==> config.mk <==
export PLATFORM = sky130hd
export DESIGN_NAME = uart_tx_arbiter
export DESIGN_NICKNAME = d
export VERILOG_FILES = /design/src/rtl/uart_tx_arbiter.sv
export SDC_FILE = /design/constraint.sdc
export NUM_CORES = 1
export LEC_CHECK = 0
export CELL_PAD_IN_SITES_DETAIL_PLACEMENT = 1
export CELL_PAD_IN_SITES_GLOBAL_PLACEMENT = 2
export CORE_MARGIN = 3
export CORE_UTILIZATION = 28
export CTS_BUF_LIST = sky130_fd_sc_hd__clkbuf_4
export CTS_CLUSTER_DIAMETER = 200
export CTS_CLUSTER_SIZE = 25
export DETAILED_ROUTE_END_ITERATION = 12
export PLACE_DENSITY = 0.79
export SYNTH_ARGS = -nofsm -noshare
export SYNTH_HDL_FRONTEND = slang
export SYNTH_SLANG_ARGS = --single-unit
==> constraint.sdc <==
create_clock -name BCLK -period 2.1 [get_ports BCLK]
set_clock_uncertainty 0.1 [all_clocks]
set_input_delay 0.315 -clock BCLK [delete_from_list [all_inputs] [get_ports BCLK]]
set_output_delay 0.315 -clock BCLK [all_outputs]
set_load 0.05 [all_outputs]
==> src/rtl/uart_tx_arbiter.sv <==
// Round-robin arbiter sharing one UART transmitter among N_REQ byte producers.
// After each accepted byte it holds off further issues for one full frame time.
module uart_tx_arbiter #(
    parameter int unsigned N_REQ          = 4,
    parameter int unsigned DATA_WIDTH     = 8,
    parameter int unsigned OVERSAMPLE     = 16,
    parameter int unsigned GAP_CYCLES     = 0,
    parameter int unsigned ACCEPT_TIMEOUT = 64,
    parameter int unsigned ID_W           = $clog2(N_REQ)
) (
    input  logic                        BCLK,
    input  logic                        reset,
    input  logic [N_REQ-1:0]            req,
    input  logic [N_REQ*DATA_WIDTH-1:0] req_data,
    output logic [N_REQ-1:0]            ack,
    output logic                        tx_start,
    output logic [DATA_WIDTH-1:0]       tx_din,
    input  logic                        tx_done_tk,
    output logic                        busy,
    output logic [ID_W-1:0]             grant_id,
    output logic                        err
);

    localparam int unsigned FRAME_CYCLES = OVERSAMPLE * (DATA_WIDTH + 2) + GAP_CYCLES;
    localparam int unsigned CNT_MAX      = (FRAME_CYCLES > ACCEPT_TIMEOUT) ? FRAME_CYCLES
                                                                           : ACCEPT_TIMEOUT;
    localparam int unsigned CNT_W        = $clog2(CNT_MAX + 1);

    typedef enum logic [1:0] {
        S_ARB   = 2'd0,
        S_ISSUE = 2'd1,
        S_WAIT  = 2'd2
    } state_t;

    state_t                  state;
    state_t                  state_nx;
    logic [CNT_W-1:0]        cnt;
    logic [CNT_W-1:0]        cnt_nx;
    logic [ID_W-1:0]         rr_ptr;
    logic [ID_W-1:0]         rr_ptr_nx;
    logic [ID_W-1:0]         grant_id_nx;
    logic [ID_W-1:0]         next_id;
    logic [DATA_WIDTH-1:0]   tx_din_nx;
    logic [N_REQ-1:0]        ack_nx;
    logic                    err_nx;
    logic                    tx_start_nx;
    logic                    busy_nx;
    logic                    sel_found;
    logic [ID_W-1:0]         sel_id;
    logic                    accept;
    logic                    timeout;
    logic [DATA_WIDTH-1:0]   req_bytes [N_REQ];

    for (genvar g = 0; g < N_REQ; g++) begin : g_bytes
        assign req_bytes[g] = req_data[g*DATA_WIDTH +: DATA_WIDTH];
    end

    // First pending requester at or above rr_ptr, wrapping around.
    always_comb begin
        int unsigned     pos;
        logic [ID_W-1:0] cand;
        sel_found = 1'b0;
        sel_id    = '0;
        pos       = 0;
        cand      = '0;
        for (int unsigned i = 0; i < N_REQ; i++) begin
            pos = 32'(rr_ptr) + i;
            if (pos >= N_REQ) begin
                pos = pos - N_REQ;
            end
            cand = ID_W'(pos);
            if (!sel_found && req[cand]) begin
                sel_found = 1'b1;
                sel_id    = cand;
            end
        end
    end

    assign accept  = (state == S_ISSUE) && tx_done_tk;
    assign timeout = (state == S_ISSUE) && !tx_done_tk &&
                     (cnt == CNT_W'(ACCEPT_TIMEOUT - 1));
    assign next_id = (grant_id == ID_W'(N_REQ - 1)) ? '0 : grant_id + ID_W'(1);

    // State register
    always_ff @(posedge BCLK or posedge reset) begin
        if (reset) begin
            state <= S_ARB;
        end else begin
            state <= state_nx;
        end
    end

    // Next-state logic
    always_comb begin
        state_nx = state;
        case (state)
            S_ARB:   if (sel_found) state_nx = S_ISSUE;
            S_ISSUE: begin
                if (accept) begin
                    state_nx = S_WAIT;
                end else if (timeout) begin
                    state_nx = S_ARB;
                end
            end
            S_WAIT:  if (cnt == CNT_W'(FRAME_CYCLES - 1)) state_nx = S_ARB;
            default: state_nx = S_ARB;
        endcase
    end

    // Output and datapath next values; counter restarts on every state change
    always_comb begin
        cnt_nx      = '0;
        rr_ptr_nx   = rr_ptr;
        grant_id_nx = grant_id;
        tx_din_nx   = tx_din;
        ack_nx      = '0;
        err_nx      = timeout;
        tx_start_nx = (state_nx == S_ISSUE);
        busy_nx     = (state_nx != S_ARB);
        if ((state != S_ARB) && (state_nx == state)) begin
            cnt_nx = cnt + CNT_W'(1);
        end
        if ((state == S_ARB) && sel_found) begin
            grant_id_nx = sel_id;
            tx_din_nx   = req_bytes[sel_id];
        end
        if (accept) begin
            ack_nx = N_REQ'(1) << grant_id;
        end
        if (accept || timeout) begin
            rr_ptr_nx = next_id;
        end
    end

    // Output and datapath registers
    always_ff @(posedge BCLK or posedge reset) begin
        if (reset) begin
            cnt      <= '0;
            rr_ptr   <= '0;
            grant_id <= '0;
            tx_din   <= '0;
            ack      <= '0;
            err      <= 1'b0;
            tx_start <= 1'b0;
            busy     <= 1'b0;
        end else begin
            cnt      <= cnt_nx;
            rr_ptr   <= rr_ptr_nx;
            grant_id <= grant_id_nx;
            tx_din   <= tx_din_nx;
            ack      <= ack_nx;
            err      <= err_nx;
            tx_start <= tx_start_nx;
            busy     <= busy_nx;
        end
    end

endmodule

==> out/metrics.yaml, run 1 <==
clocking:
  clk_pin_slew_ns: 0.10
  clock_sinks: 29
  ctsHoldBuffers: 0
  cts_root_buf: "clkbuf_4"
  cts_htree_levels: 2
  clockBufferDepth: 2
  cts_tree: "built"
  clock_latency_ns: 0.33
  cts_setup_buffers: 0
  cts_resized: 0
  cts_inserted_buffers: 5
floorplanning:
  core-area_um2: 5200
  num_rows: 26
  chipHeight_um: 80.0
  start_util_pct: 29.4
  die_x_um: 80.0
  io_pins: 56
  die-area_um2: 6400
placed_design:
  hpwl_um: 3480
  io_buffers: 55
  gp_congestion: 0.746
synth:
  synth-main-ff-cell: "dfrtp_1"
  ys_seq_elements: 29
  yosysTopAreaCell: "dfrtp_1"
  synth_fa_ha_area_share_pct: 4.08
  synth_edf_count: 0
  seq_area_frac_synth_pct: 47.3
  muxShareOfSynthArea_pct: 11.9
  synth_compound_area_share_pct: 11.8
  synth_common_cells: "29 x dfrtp_1, 16 x mux2i_1, 16 x nand2_1"
  syn_area_um2: 1530
  ys_types: 34
  yosys.cell_count.top_type: "dfrtp_1"
  synth_top_area_share_pct: 47.3
  ys_warn_count: 0
  synthXorXnorAreaFrac_pct: 3.43
  synthSimpleGateAreaFrac_pct: 16.8
  synthTopCellsByArea: "dfrtp_1 47%, mux2i_1 10%, o221ai_1 4.6%"
  synth_fp_nets: 187
  synthCells: 143
  async_flop_share_pct: 100
  syn_area_per_cell_um2: 10.7
  synth_top_family_by_area: "simple AND/OR/NAND/NOR gates"
pwr:
  power.leakage_nw: 1.08
  ir_drop_mv: 0.679
  switching_power_mw: 1.28
  clkPwrFrac_pct: 12.6
  powerDensity_nw_per_um2: 1240
  p_int_mw: 1.60
  p_sw_share_pct: 44.5
  seqPwrFrac_pct: 29.7
  pwr-share-comb_pct: 57.7
worst_setup_path:
  crit_path_max_fanout: 8
  critPathMaxStageDelay_ns: 0.42
  path_buf_inv: 0
  cpMaxStageDelayCell: "dfrtp_1"
  cpLargestDelayFamily: "simple AND/OR/NAND/NOR gates"
  required_ns: 2.26
  crit_chain: "ha_1, and4_1, nand3_1, nor3b_1, o2111ai_2, nor2_1"
  critPathCaptureType: "flip-flop"
  crit_type: "reg -> reg"
  arrival_ns: 2.11
  startpoint_type: "flip-flop"
sta:
  fmax_mhz: 513
  finalHoldViolCount: 0
  finalSetupViolCount: 0
  slew_violations: 0
  fin_crit_ns: 1.95
  hold_slack_ns: 0.246
  min_period_over_period_pct: 92.9
  grt_setup_unrepaired: "false"
  worst_slew_pin_slew_ns: 0.528
  slew_headroom_pct: 64.7
finish:
  fin_util_pct: 44.5
  fillers: 592
  nets: 257
  drive_above_1_share_pct: 14.5
  syn2layout_area_growth_pct: 51.2
  antenna_cells: 0
  multi_input_area_um2: 748
  register_area_um2: 726
job:
  cap_violations: 0
route:
  via_per_inst: 4.74
  drc: 0
  antenna_left: 0
  drt_pass1_iterations: 4
  wirelength_um: 4320
  wl_per_cell_um: 15.2
  vias: 1345
  drt_iter0_markers: 25
global_routing:
  grt_max_degree: 30
  grt_first_pass_wirelength_um: 6820
  grt_util_all_layers_pct: 14.1
  overflow: 0
  grt_pass1_vias: 1391
  antenna_found_initial: 0
outcome:
  status: "completed"
worst_hold_path:
  worst_hold_path_type: "in -> async"
-- path summary, 6_finish.rpt --
kind / from / to / slack (ns) / cells after the start
max: cnt[0] / cnt[2] / 0.15 / 6
min: reset / cnt[5] / 0.25 / 3
max reg2reg: cnt[0] / cnt[2] / 0.15 / 6
min reg2reg: tx_din[5] / tx_din[5] / 0.40 / 2
max in group asynchronous: reset / ack[3] / 1.36 / 3
min in group BCLK: tx_din[5] / tx_din[5] / 0.40 / 2
-- state kept, by name (all words and copies together), names as in the netlist --
name and count:
rr_ptr 2, ack 4, tx_start 1, grant_id 2, err 1, cnt 8
state 2, busy 1, tx_din 8
-- power groups by stage --
stage               clock (mW)  sequential (mW)  combinational, mW
detailed placement           0            0.875               1.69
global route             0.397            0.888               1.79
CTS                      0.375            0.863               1.69
finish                   0.363            0.857               1.66
floorplan                    0             1.27              0.668
global placement             0            0.858               1.63
-- placed cells by master, fill, tap and decap left out --
| master | count |
|---|---|
| xnor2_1 | 2 |
| o31ai_1 | 2 |
| buf_4 | 13 |
| xor2_1 | 4 |
| mux2_2 | 2 |
| or2_2 | 1 |
| and3_1 | 4 |
| dlymetal6s2s_1 | 2 |
| ha_1 | 5 |
| nor2_1 | 13 |
| o22ai_1 | 1 |
| nor3_1 | 2 |
| o221a_1 | 1 |
| dfrtp_1 | 29 |
| and4_1 | 1 |
| nor2b_1 | 3 |
| o221ai_1 | 8 |
| nand2b_1 | 3 |
| inv_2 | 1 |
| o2111ai_2 | 1 |
| o22ai_2 | 1 |
| o21a_1 | 1 |
| o41ai_4 | 1 |
| clkbuf_4 | 8 |
| inv_1 | 5 |
| a21oi_1 | 1 |
| clkdlybuf4s50_1 | 53 |
| nand3_1 | 6 |
| nor2b_2 | 1 |
| a21o_1 | 1 |
| nand2_1 | 16 |
| nor3b_1 | 1 |
| mux2i_1 | 16 |
| o21ai_0 | 2 |
| buf_12 | 1 |
| nor4bb_1 | 1 |
| nor3_2 | 1 |
-- cell families (layout without fill, tap and decap cells) --
logic type,count (synthesis),after routing
mux,18,18
buf+inv,12,83
flops,29,29
fa+ha+maj,5,5
compound gates,20,20
simple gates,53,53
xor+xnor,6,6
-- through the flow --
stage / setup WS [ns] / cell area (um^2) / power [mW] / TNS (ns) / std cells
final: 0.150 / 2320 / 2.88 / 0 / 284
after CTS: 0.0405 / 2310 / 2.93 / 0 / 284
after global placement: -0.0483 / 2250 / 2.49 / -0.0505 / 276
after global routing: 0.00409 / 2320 / 3.08 / 0 / 284
after detailed placement: -0.131 / 2250 / 2.56 / -0.950 / 276
after floorplan: 0.296 / 1530 / 1.94 / 0 / 143
-- routing by layer --
layer | wire [um] | part of all wire, % | vias up | GRT usage [%]
li1 | - | - | 645 | -
met4 | 74 | 1.7 | 0 | 6.08
met3 | 144 | 3.3 | 8 | 3.27
met5 | 0 | 0 | - | 0
met2 | 2400 | 56 | 23 | 26.2
met1 | 1700 | 39 | 669 | 15.1
-- worst register-to-register path, stage by stage (launching register included) --
cell	delay, ns
dfrtp_1	0.42
ha_1	0.25
and4_1	0.23
nand3_1	0.15
nor3b_1	0.26
o2111ai_2	0.29
nor2_1	0.20
-- final cells by class --
type	count	area share [%]
multi-input cells	102	32.3
flip-flops and latches	29	31.3
repair buffers	69	29.0
well taps	70	3.78
clock buffers	8	2.59
inverters	6	0.972
No activity file was read; power rests on OpenSTA's default activity.
==> run 2: changes to the inputs <==
--- a/config.mk
+++ b/config.mk
@@ -13,7 +13,7 @@
 export CTS_CLUSTER_DIAMETER = 200
 export CTS_CLUSTER_SIZE = 25
 export DETAILED_ROUTE_END_ITERATION = 12
-export PLACE_DENSITY = 0.79
+export PLACE_DENSITY = 0.89
 export SYNTH_ARGS = -nofsm -noshare
 export SYNTH_HDL_FRONTEND = slang
 export SYNTH_SLANG_ARGS = --single-unit
==> run 2 against run 1 <==
  * Fmax is 0.33% higher
  * Sequential share of layout area decreased by 0.30 points
  * Critical path depth shrank 5
  * Via count unchanged
  * Utilization increased by 0.43 points
  * Clock power up 58%
  * Highest routed layer unchanged
==> out/metrics.yaml, run 2 (synthesized netlist as in run 1, its figures left out) <==
outcome:
  status: "completed"
worst_setup_path:
  critPathCaptureType: "output pin"
  cpLargestDelayFamily: "buffers and inverters"
  critPathMaxStageDelay_ns: 0.82  # +0.40 ns
  rrSetupSlack_ns: 0.17  # +0.02 ns
  worstReg2RegStart: "cnt[0]"
  required_ns: 1.68  # -0.58 ns
  cpMaxStageDelayCell: "clkdlybuf4s50_1"
  crit_type: "reg -> out"
  r2r_end: "rr_ptr[1]"
  path_buf_inv: 1  # +1
  startpoint_type: "flip-flop"
  crit_path_max_fanout: 2  # -6
  worstRegToRegCells: 6  # unchanged
  crit_chain: "clkdlybuf4s50_1"
  arrival_ns: 1.53  # -0.58 ns
route:
  drt_pass1_iterations: 4  # unchanged
  via_per_inst: 4.77  # +0.71%
  drc: 0  # unchanged
  wirelength_um: 3930  # -9.1%
  vias: 1345  # unchanged
  antenna_left: 0  # unchanged
  wl_per_cell_um: 13.9  # -8.5%
  drt_iter0_markers: 61  # +140%
sta:
  fin_crit_ns: 1.94  # -0.00645 ns
  slew_violations: 0  # unchanged
  fmax_mhz: 515  # +0.33%
  min_period_over_period_pct: 92.6  # -0.31 points
  hold_slack_ns: 0.238  # -0.00791 ns
  worst_slew_pin_slew_ns: 0.524  # -0.00354 ns
  grt_setup_unrepaired: "false"
  slew_headroom_pct: 64.9  # +0.24 points
  finalSetupViolCount: 0  # unchanged
  finalHoldViolCount: 0  # unchanged
  worst_slack_ns: 0.156  # +0.00645 ns
global_routing:
  overflow: 0  # unchanged
  grt_pass1_vias: 1422  # +2.2%
  grt_max_degree: 30  # unchanged
  grt_first_pass_wirelength_um: 6510  # -4.6%
  grt_util_all_layers_pct: 13.4  # -0.78 points
  antenna_found_initial: 0  # unchanged
placed_design:
  hpwl_um: 3110  # -11%
  dp_slack_ns: -0.107  # +0.0248 ns
  io_buffers: 55  # unchanged
  place_inst: 274  # -0.72%
  gp_congestion: 0.797  # +6.9%
clocking:
  clock_latency_ns: 0.33  # about the same
  cts_resized: 0  # unchanged
  cts_setup_buffers: 0  # unchanged
  clk_pin_slew_ns: 0.10  # about the same
  cts_root_buf: "clkbuf_4"
  cts_inserted_buffers: 5  # unchanged
  cts_tree: "built"
  clock_sinks: 29  # unchanged
  clockBufferDepth: 2  # unchanged
  ctsHoldBuffers: 0  # unchanged
  cts_htree_levels: 2  # unchanged
finish:
  fillers: 590  # -0.34%
  mostFrequentLayoutCells: "53 x clkdlybuf4s50_1, 29 x dfrtp_1, 16 x nand2_1, 16 x mux2i_1, 13 x nor2_1"
  multi_input_area_um2: 743  # -0.67%
  syn2layout_area_growth_pct: 52.7
  antenna_cells: 0  # unchanged
  fin_util_pct: 45.0  # +0.43 points
  layout_commonest_cell: "clkdlybuf4s50_1"
  biggestRegsByFlops: "cnt: 8 flops, tx_din: 8 flops, ack: 4 flops"
  nets: 255  # -0.78%
  register_area_um2: 726  # unchanged
  instances_no_fill: 282  # -0.70%
  drive_above_1_share_pct: 13.2  # -1.3 points
floorplanning:
  num_rows: 26  # unchanged
  die-area_um2: 6400  # unchanged
  die_x_um: 80.0  # unchanged
  start_util_pct: 29.4  # unchanged
  chipHeight_um: 80.0  # unchanged
  io_pins: 56  # unchanged
  core-area_um2: 5200  # unchanged
worst_hold_path:
  worst_hold_path_type: "in -> async"
pwr:
  ir_drop_mv: 0.432  # -36%
  p_total_mw: 3.04  # +5.4%
  power.leakage_nw: 1.08  # +0.36%
  powerDensity_nw_per_um2: 1300  # +4.4%
job:
  cap_violations: 0  # unchanged
-- run 2: worst reg2reg max path: cells and delay by family (launching register included) --
kind            cells  cell delay (ns)
compound gates      1             0.19
fa+ha+maj           1             0.21
flops               1             0.41
mux                 1             0.34
simple gates        3             0.58
-- run 2: final cells by class --
class	instances	area share [%]
Multi-Input combinational cell	102	31.8
Tap cell	70	3.74
Timing Repair Buffer	67	28.1
Sequential cell	29	31.0
Clock inverter	3	2.78
Inverter	6	0.963
Clock buffer	5	1.60
-- run 2: layer usage --
layer / track usage (%) / up-vias / share of wire [%]
li1: - / 642 / -
met1: 14.8 / 649 / 40
met2: 22.2 / 49 / 50
met3: 6.55 / 5 / 9.4
met4: 4.56 / 0 / 1.3
met5: 0 / - / 0
-- run 2: metrics by stage --
stage / instance area (um^2) / setup TNS [ns]
2_1_floorplan: 1530 / 0
3_3_place_gp: 2230 / -0.171
3_5_place_dp: 2230 / -0.485
4_1_cts: 2330 / 0
5_1_grt: 2340 / 0
6_report: 2340 / 0
-- run 2: power breakdown --
group	switching (mW)	internal (mW)
clock network	0.204	0.369
logic	0.952	0.660
registers	0.121	0.731
total	1.28	1.76
-- run 2: worst max path at each step --
stage / cells past startpoint / slack (ns) / endpoint / from
after floorplan: 6 / 0.30 / rr_ptr[0] / cnt[0]
after global placement: 7 / -0.03 / tx_din[1] / req[0]
after detailed placement: 7 / -0.11 / tx_din[1] / req[0]
after CTS: 1 / 0.03 / grant_id[0] / grant_id[0]
after global routing: 6 / 0.01 / cnt[6] / cnt[0]
final: 1 / 0.16 / tx_din[5] / tx_din[5]
